File: src/rtl/cdb_arbiter_pkg.sv
// rtl/cdb_arbiter_pkg.sv - shared widths and CDB source encodings for the result bus
package cdb_arbiter_pkg;

  localparam int TAG_WIDTH  = 5;
  localparam int DATA_WIDTH = 32;
  localparam int NUM_REQ    = 3;

  typedef enum logic [1:0] {
    CDB_SRC_ALU    = 2'd0,
    CDB_SRC_BRANCH = 2'd1,
    CDB_SRC_LS     = 2'd2
  } cdb_src_e;

  // Round-robin successor over the three requesters.
  function automatic cdb_src_e rr_next(input cdb_src_e s);
    case (s)
      CDB_SRC_ALU:    return CDB_SRC_BRANCH;
      CDB_SRC_BRANCH: return CDB_SRC_LS;
      default:        return CDB_SRC_ALU;
    endcase
  endfunction

endpackage

File: src/rtl/cdb_queue.sv
// rtl/cdb_queue.sv - per-requester result FIFO feeding the CDB arbiter
module cdb_queue
  import cdb_arbiter_pkg::*;
#(
  parameter int TAG_W  = TAG_WIDTH,
  parameter int DATA_W = DATA_WIDTH,
  parameter int QDEPTH = 2
) (
  input  logic                     clk,
  input  logic                     rst,
  input  logic                     flush,
  input  logic                     push,
  input  logic [TAG_W-1:0]         push_tag,
  input  logic [DATA_W-1:0]        push_data,
  input  logic                     pop,
  output logic [TAG_W-1:0]         head_tag,
  output logic [DATA_W-1:0]        head_data,
  output logic                     full,
  output logic                     empty,
  output logic [$clog2(QDEPTH):0]  count
);

  localparam int PW = $clog2(QDEPTH);
  localparam int CW = PW + 1;

  logic [TAG_W-1:0]  mem_tag_q  [QDEPTH];
  logic [TAG_W-1:0]  mem_tag_d  [QDEPTH];
  logic [DATA_W-1:0] mem_data_q [QDEPTH];
  logic [DATA_W-1:0] mem_data_d [QDEPTH];
  logic [PW-1:0]     wr_ptr_q, wr_ptr_d, rd_ptr_q, rd_ptr_d;
  logic [CW-1:0]     count_q, count_d;
  logic              do_push, do_pop;

  assign full      = (count_q == CW'(QDEPTH));
  assign empty     = (count_q == '0);
  assign count     = count_q;
  assign head_tag  = mem_tag_q[rd_ptr_q];
  assign head_data = mem_data_q[rd_ptr_q];
  assign do_push   = push && !full;
  assign do_pop    = pop && !empty;

  always_comb begin
    mem_tag_d  = mem_tag_q;
    mem_data_d = mem_data_q;
    wr_ptr_d   = wr_ptr_q;
    rd_ptr_d   = rd_ptr_q;
    count_d    = count_q;
    if (flush) begin
      wr_ptr_d = '0;
      rd_ptr_d = '0;
      count_d  = '0;
    end else begin
      if (do_push) begin
        mem_tag_d[wr_ptr_q]  = push_tag;
        mem_data_d[wr_ptr_q] = push_data;
        wr_ptr_d             = wr_ptr_q + PW'(1);
      end
      if (do_pop) rd_ptr_d = rd_ptr_q + PW'(1);
      count_d = count_q + CW'(do_push) - CW'(do_pop);
    end
  end

  always_ff @(posedge clk or negedge rst) begin
    if (!rst) begin
      wr_ptr_q <= '0;
      rd_ptr_q <= '0;
      count_q  <= '0;
    end else begin
      wr_ptr_q <= wr_ptr_d;
      rd_ptr_q <= rd_ptr_d;
      count_q  <= count_d;
    end
  end

  // Payload storage needs no reset: occupancy alone decides what is valid.
  always_ff @(posedge clk) begin
    mem_tag_q  <= mem_tag_d;
    mem_data_q <= mem_data_d;
  end

endmodule

File: src/rtl/cdb_arbiter.sv
// rtl/cdb_arbiter.sv - round-robin arbiter broadcasting ALU/branch/LS results on the CDB
module cdb_arbiter
  import cdb_arbiter_pkg::*;
#(
  parameter int TAG_W  = TAG_WIDTH,
  parameter int DATA_W = DATA_WIDTH,
  parameter int QDEPTH = 2
) (
  input  logic              clk,
  input  logic              rst,
  input  logic              flush,
  input  logic              alu_valid,
  input  logic [TAG_W-1:0]  alu_tag,
  input  logic [DATA_W-1:0] alu_data,
  output logic              alu_ready,
  input  logic              br_valid,
  input  logic [TAG_W-1:0]  br_tag,
  input  logic [DATA_W-1:0] br_data,
  output logic              br_ready,
  input  logic              ls_valid,
  input  logic [TAG_W-1:0]  ls_tag,
  input  logic [DATA_W-1:0] ls_data,
  output logic              ls_ready,
  output logic              cdb_valid,
  output logic [TAG_W-1:0]  cdb_tag,
  output logic [DATA_W-1:0] cdb_data,
  output logic [1:0]        cdb_src
);

  localparam int CW = $clog2(QDEPTH) + 1;
  // The free encoding is the tag MSB set with all other bits clear.
  localparam logic [TAG_W-1:0] TagFree = {1'b1, {(TAG_W-1){1'b0}}};

  logic [NUM_REQ-1:0] req_valid, req_ready, q_push, q_pop, q_full, q_empty;
  logic [TAG_W-1:0]   req_tag   [NUM_REQ];
  logic [DATA_W-1:0]  req_data  [NUM_REQ];
  logic [TAG_W-1:0]   head_tag  [NUM_REQ];
  logic [DATA_W-1:0]  head_data [NUM_REQ];
  logic [CW-1:0]      q_count   [NUM_REQ];

  logic               run_q;
  cdb_src_e           last_grant_q, last_grant_d;
  logic               cdb_valid_q, cdb_valid_d;
  logic [TAG_W-1:0]   cdb_tag_q, cdb_tag_d;
  logic [DATA_W-1:0]  cdb_data_q, cdb_data_d;
  cdb_src_e           cdb_src_q, cdb_src_d;
  logic               grant_v;
  cdb_src_e           grant_idx, cand;

  assign req_valid = {ls_valid, br_valid, alu_valid};
  assign req_tag   = '{alu_tag, br_tag, ls_tag};
  assign req_data  = '{alu_data, br_data, ls_data};
  assign alu_ready = req_ready[0];
  assign br_ready  = req_ready[1];
  assign ls_ready  = req_ready[2];

  for (genvar r = 0; r < NUM_REQ; r++) begin : g_q
    cdb_queue #(.TAG_W(TAG_W), .DATA_W(DATA_W), .QDEPTH(QDEPTH)) u_queue (
      .clk       (clk),
      .rst       (rst),
      .flush     (flush),
      .push      (q_push[r]),
      .push_tag  (req_tag[r]),
      .push_data (req_data[r]),
      .pop       (q_pop[r]),
      .head_tag  (head_tag[r]),
      .head_data (head_data[r]),
      .full      (q_full[r]),
      .empty     (q_empty[r]),
      .count     (q_count[r])
    );
    // Ready depends only on registered occupancy, so a full queue stays
    // not-ready even in a cycle where its head is being popped.
    assign req_ready[r] = run_q && (q_count[r] < CW'(QDEPTH));
    assign q_push[r]    = req_valid[r] && req_ready[r] && !q_full[r]
                          && (req_tag[r] != TagFree);
  end

  always_comb begin
    grant_v   = 1'b0;
    grant_idx = CDB_SRC_ALU;
    cand      = rr_next(last_grant_q);
    for (int i = 0; i < NUM_REQ; i++) begin
      if (!grant_v && !q_empty[cand]) begin
        grant_v   = 1'b1;
        grant_idx = cand;
      end
      cand = rr_next(cand);
    end

    q_pop        = '0;
    last_grant_d = last_grant_q;
    cdb_valid_d  = 1'b0;
    cdb_tag_d    = TagFree;
    cdb_data_d   = '0;
    cdb_src_d    = CDB_SRC_ALU;
    if (grant_v && !flush) begin
      q_pop[grant_idx] = 1'b1;
      last_grant_d     = grant_idx;
      cdb_valid_d      = 1'b1;
      cdb_tag_d        = head_tag[grant_idx];
      cdb_data_d       = head_data[grant_idx];
      cdb_src_d        = grant_idx;
    end
  end

  always_ff @(posedge clk or negedge rst) begin
    if (!rst) begin
      run_q        <= 1'b0;
      last_grant_q <= CDB_SRC_LS;
      cdb_valid_q  <= 1'b0;
      cdb_tag_q    <= TagFree;
      cdb_data_q   <= '0;
      cdb_src_q    <= CDB_SRC_ALU;
    end else begin
      run_q        <= 1'b1;
      last_grant_q <= last_grant_d;
      cdb_valid_q  <= cdb_valid_d;
      cdb_tag_q    <= cdb_tag_d;
      cdb_data_q   <= cdb_data_d;
      cdb_src_q    <= cdb_src_d;
    end
  end

  assign cdb_valid = cdb_valid_q;
  assign cdb_tag   = cdb_tag_q;
  assign cdb_data  = cdb_data_q;
  assign cdb_src   = cdb_src_q;

endmodule

File: config.mk
export PLATFORM = sky130hd
export DESIGN_NAME = cdb_arbiter
export DESIGN_NICKNAME = d
export VERILOG_FILES = /design/src/rtl/cdb_arbiter_pkg.sv /design/src/rtl/cdb_queue.sv /design/src/rtl/cdb_arbiter.sv
export SDC_FILE = /design/constraint.sdc
export NUM_CORES = 1
export LEC_CHECK = 0
export ABC_AREA = 0
export CORE_MARGIN = 2
export CORE_UTILIZATION = 35
export CTS_CLUSTER_DIAMETER = 80
export DETAILED_ROUTE_END_ITERATION = 10
export SLEW_MARGIN = 10
export SYNTH_ARGS = -nofsm -noshare
export SYNTH_HDL_FRONTEND = slang
export SYNTH_SLANG_ARGS = --single-unit
File: constraint.sdc
create_clock -name clk -period 3.5 [get_ports clk]
set_input_delay 1.05 -clock clk [delete_from_list [all_inputs] [get_ports clk]]
set_output_delay 1.05 -clock clk [all_outputs]
set_load 0.01 [all_outputs]
==> results of run 1 <==
cell families (layout without fill, tap and decap cells):
| kind of cell | after synthesis | in the layout | share of synthesized area |
|---|---|---|---|
| other cells | 1 | 1 | 0.000347 |
| mux | 149 | 149 | 0.153 |
| xor+xnor | 9 | 9 | 0.00729 |
| fa+ha+maj | 6 | 6 | 0.00695 |
| buf+inv | 44 | 246 | 0.0207 |
| flops | 277 | 277 | 0.744 |
| compound gates | 56 | 56 | 0.0477 |
| simple gates | 35 | 35 | 0.0198 |
critical path, cell delays in order:
cell and delay (ps):
clkdlybuf4s50_1 440, or4b_2 720, o211ai_1 420, inv_1 110, and3_2 240, buf_4 250
per-layer routing:
layer	vias up	global-route usage
met1	2901	0.190
met2	155	0.259
met3	34	0.0259
li1	2630	-
met5	-	0
met4	0	0.0348
sequential cells by signal (all words and copies together) (netlist names):
register / flops
g_q.u_queue.wr_ptr_q: 3
g_q.u_queue.rd_ptr_q: 3
cdb_src: 2
cdb_data: 32
last_grant_q: 2
cdb_valid: 1
run_q: 1
g_q.u_queue.count: 6
g_q.u_queue.mem_tag_q: 30
cdb_tag: 5
g_q.u_queue.mem_data_q: 192
power by group through the flow:
| stage | Combinational (mW) | Clock [mW] | Sequential, mW |
|---|---|---|---|
| floorplan | 1.94 | 0 | 4.10 |
| global placement | 2.72 | 0 | 4.25 |
| detailed placement | 2.75 | 0 | 4.26 |
| CTS | 2.77 | 3.37 | 4.19 |
| global route | 2.92 | 3.50 | 4.22 |
| finish | 2.72 | 3.29 | 4.18 |
stage by stage:
| step | TNS (ps) | instance area (sq um) | setup slack (ps) | cells |
|---|---|---|---|---|
| after global routing | 0 | 14000 | 422 | 1175 |
| final | 0 | 14000 | 490 | 1175 |
| after floorplan | 0 | 10800 | 233 | 577 |
| after detailed placement | -1040 | 13000 | -51.0 | 1122 |
| after CTS | 0 | 14000 | 505 | 1175 |
| after global placement | -575 | 13000 | -29.5 | 1122 |
worst max path at each step:
stage                          from                       endpoint  slack, ps  cells past startpoint
after detailed placement  ls_tag[2]  g_q[2].u_queue.mem_data_q[19]        -50                      6
after CTS                 ls_tag[4]  g_q[2].u_queue.mem_data_q[19]        510                      6
final                     ls_tag[2]  g_q[2].u_queue.mem_data_q[19]        490                      6
after global routing      ls_tag[2]  g_q[2].u_queue.mem_data_q[23]        420                      6
after global placement    ls_tag[2]  g_q[2].u_queue.mem_data_q[19]        -30                      6
after floorplan           ls_tag[4]  g_q[2].u_queue.mem_data_q[32]        230                      3
cell usage after synthesis, types with 2 or more instances:
cell type,instances
or3_1,2
mux2_4,30
xor2_1,6
o21ai_0,4
buf_1,5
a21oi_1,2
a21o_1,2
buf_6,4
a221oi_2,4
nor2b_1,6
a221oi_1,32
nor3_1,5
or4b_2,3
mux2_2,8
clkbuf_1,10
xnor2_1,3
and3_1,3
buf_2,8
mux2i_1,111
edfxtp_1,222
dfrtp_1,53
ha_1,6
buf_4,5
nor2_1,12
o211ai_1,3
inv_1,12
dfstp_2,2
layout make-up:
| class | count | area [sq um] | area share |
|---|---|---|---|
| clock buffers | 33 | 761 | 0.0543 |
| clock inverters | 20 | 277 | 0.0197 |
| inverters | 12 | 45.0 | 0.00321 |
| multi-input cells | 256 | 2580 | 0.184 |
| flip-flops and latches | 277 | 8050 | 0.574 |
| well taps | 396 | 495 | 0.0353 |
| repair buffers | 181 | 1810 | 0.129 |
==> metrics, run 1 <==
status=complete, no violations; Synth cell types=41; worst min-delay path endpoint=last_grant_q[0]; most frequent cells in the layout=222 x edfxtp_1, 158 x clkdlybuf4s50_1, 111 x mux2i_1; Resize count post-CTS=0; Flop pwr share=0.410; share of layout cells above drive strength 1=0.176; M1 WL=10300 microns; IO Port Bufs=159; sequential share of the synthesized area=0.744; peak supply drop=345 uV; grt total ovfl=0; Pwr Total=10.2 mW; skew final=6.43 ps; CP Capture Type=register; Hold-fix buffers, CTS=0; num rows=64; DIE HEIGHT=180 microns; Starting Density=0.354; Synth Area per Inst=18.7 sq um; drt initial violations=255; hold path start=last_grant_q[0]; Crit path arrival time=3260 ps; metal2 WL=12200 microns; Pins Over Slew Limit=0; Area contributors post-synth=edfxtp_1 62%, dfrtp_1 12%, mux2i_1 10%; net switching power=2.85 mW; slew at the pin with the worst max-slew slack=1190 ps; clk_lat worst skew=530 ps; DRC violations left=0; Sw Ratio=0.280; htree depth=1; DR top layer=met4; antenna violations before repair=0; Worst-path clk slew=60 ps; static leakage=4.90 nW; RSZ-0062 raised after global routing=no; Comb pwr share=0.267; share of the synthesized area in the top cell type=0.617; EDFF count, synth=222; hold depth=1; post-route ant nets=0; Post-CTS Setup Bufs=0; # clock sinks=277; Slew HR=0.204; Max Clk Rate=332 MHz; Filler cells=2609; largest net degree at the start of global routing=42; Die Area=32300 sq um; drt pass-1 iters=8; CP Launch Type=input port; WP data required=3750 ps; Util after Layout=0.460; R2R Path Start=g_q[1].u_queue.count[1]; synthesized instance count=577; number of synthesized register bits=277; Synth Cell Area=10800 sq um; CP max FO=22; worst r2r path cells=4; clk buf depth=3; total number of vias=5720; clk root buf=clkbuf_16; critical path type=input port to register; Primary FF master, synth=edfxtp_1; Num CTS Buffers=29; Synth area leader=edfxtp_1; Post-DP HPWL=16000 microns; vias in the first global route=6100; Yosys Warn Count=0; first-pass GRT wire length=36200 microns; Period minus WS final=3010 ps; MaxCap Viol Count=0; wirelength, routed=24100 microns; DR WL/cell=20.5 microns; I/O Pins=160; GR Util All Layers=0.147; Die W=180 microns; Antenna Cells=0; synthesized net count=700; final setup violation count=0; final period utilization=0.860; r2r endpoint=g_q[1].u_queue.mem_data_q[35]; R2R Setup Slk=1090 ps; Hold Slack=491 ps; met3 wire len=1040 microns; placeable core area=30500 sq um; fin nets=880; most common cell after layout, fill and taps aside=edfxtp_1; P&R area growth vs syn=29.7%; CTS tree=built; Final Wtd Congestion=0.757; HP Class=register to register; clock power share=0.323; Power Dens Cells=727 nW/um^2; Internal=7.34 mW; ys async rst share=0.199; final hold vios=0; Vias/cell=4.87
Power figures use the tool's default switching activity.
==> run 2: changes to the inputs <==
CTS_CLUSTER_DIAMETER = unset   (was 80)
CTS_CLUSTER_SIZE = 28   (was unset)
==> results of run 2 <==
Same layout as run 1: the final DEF is identical, and so are final timing and power.
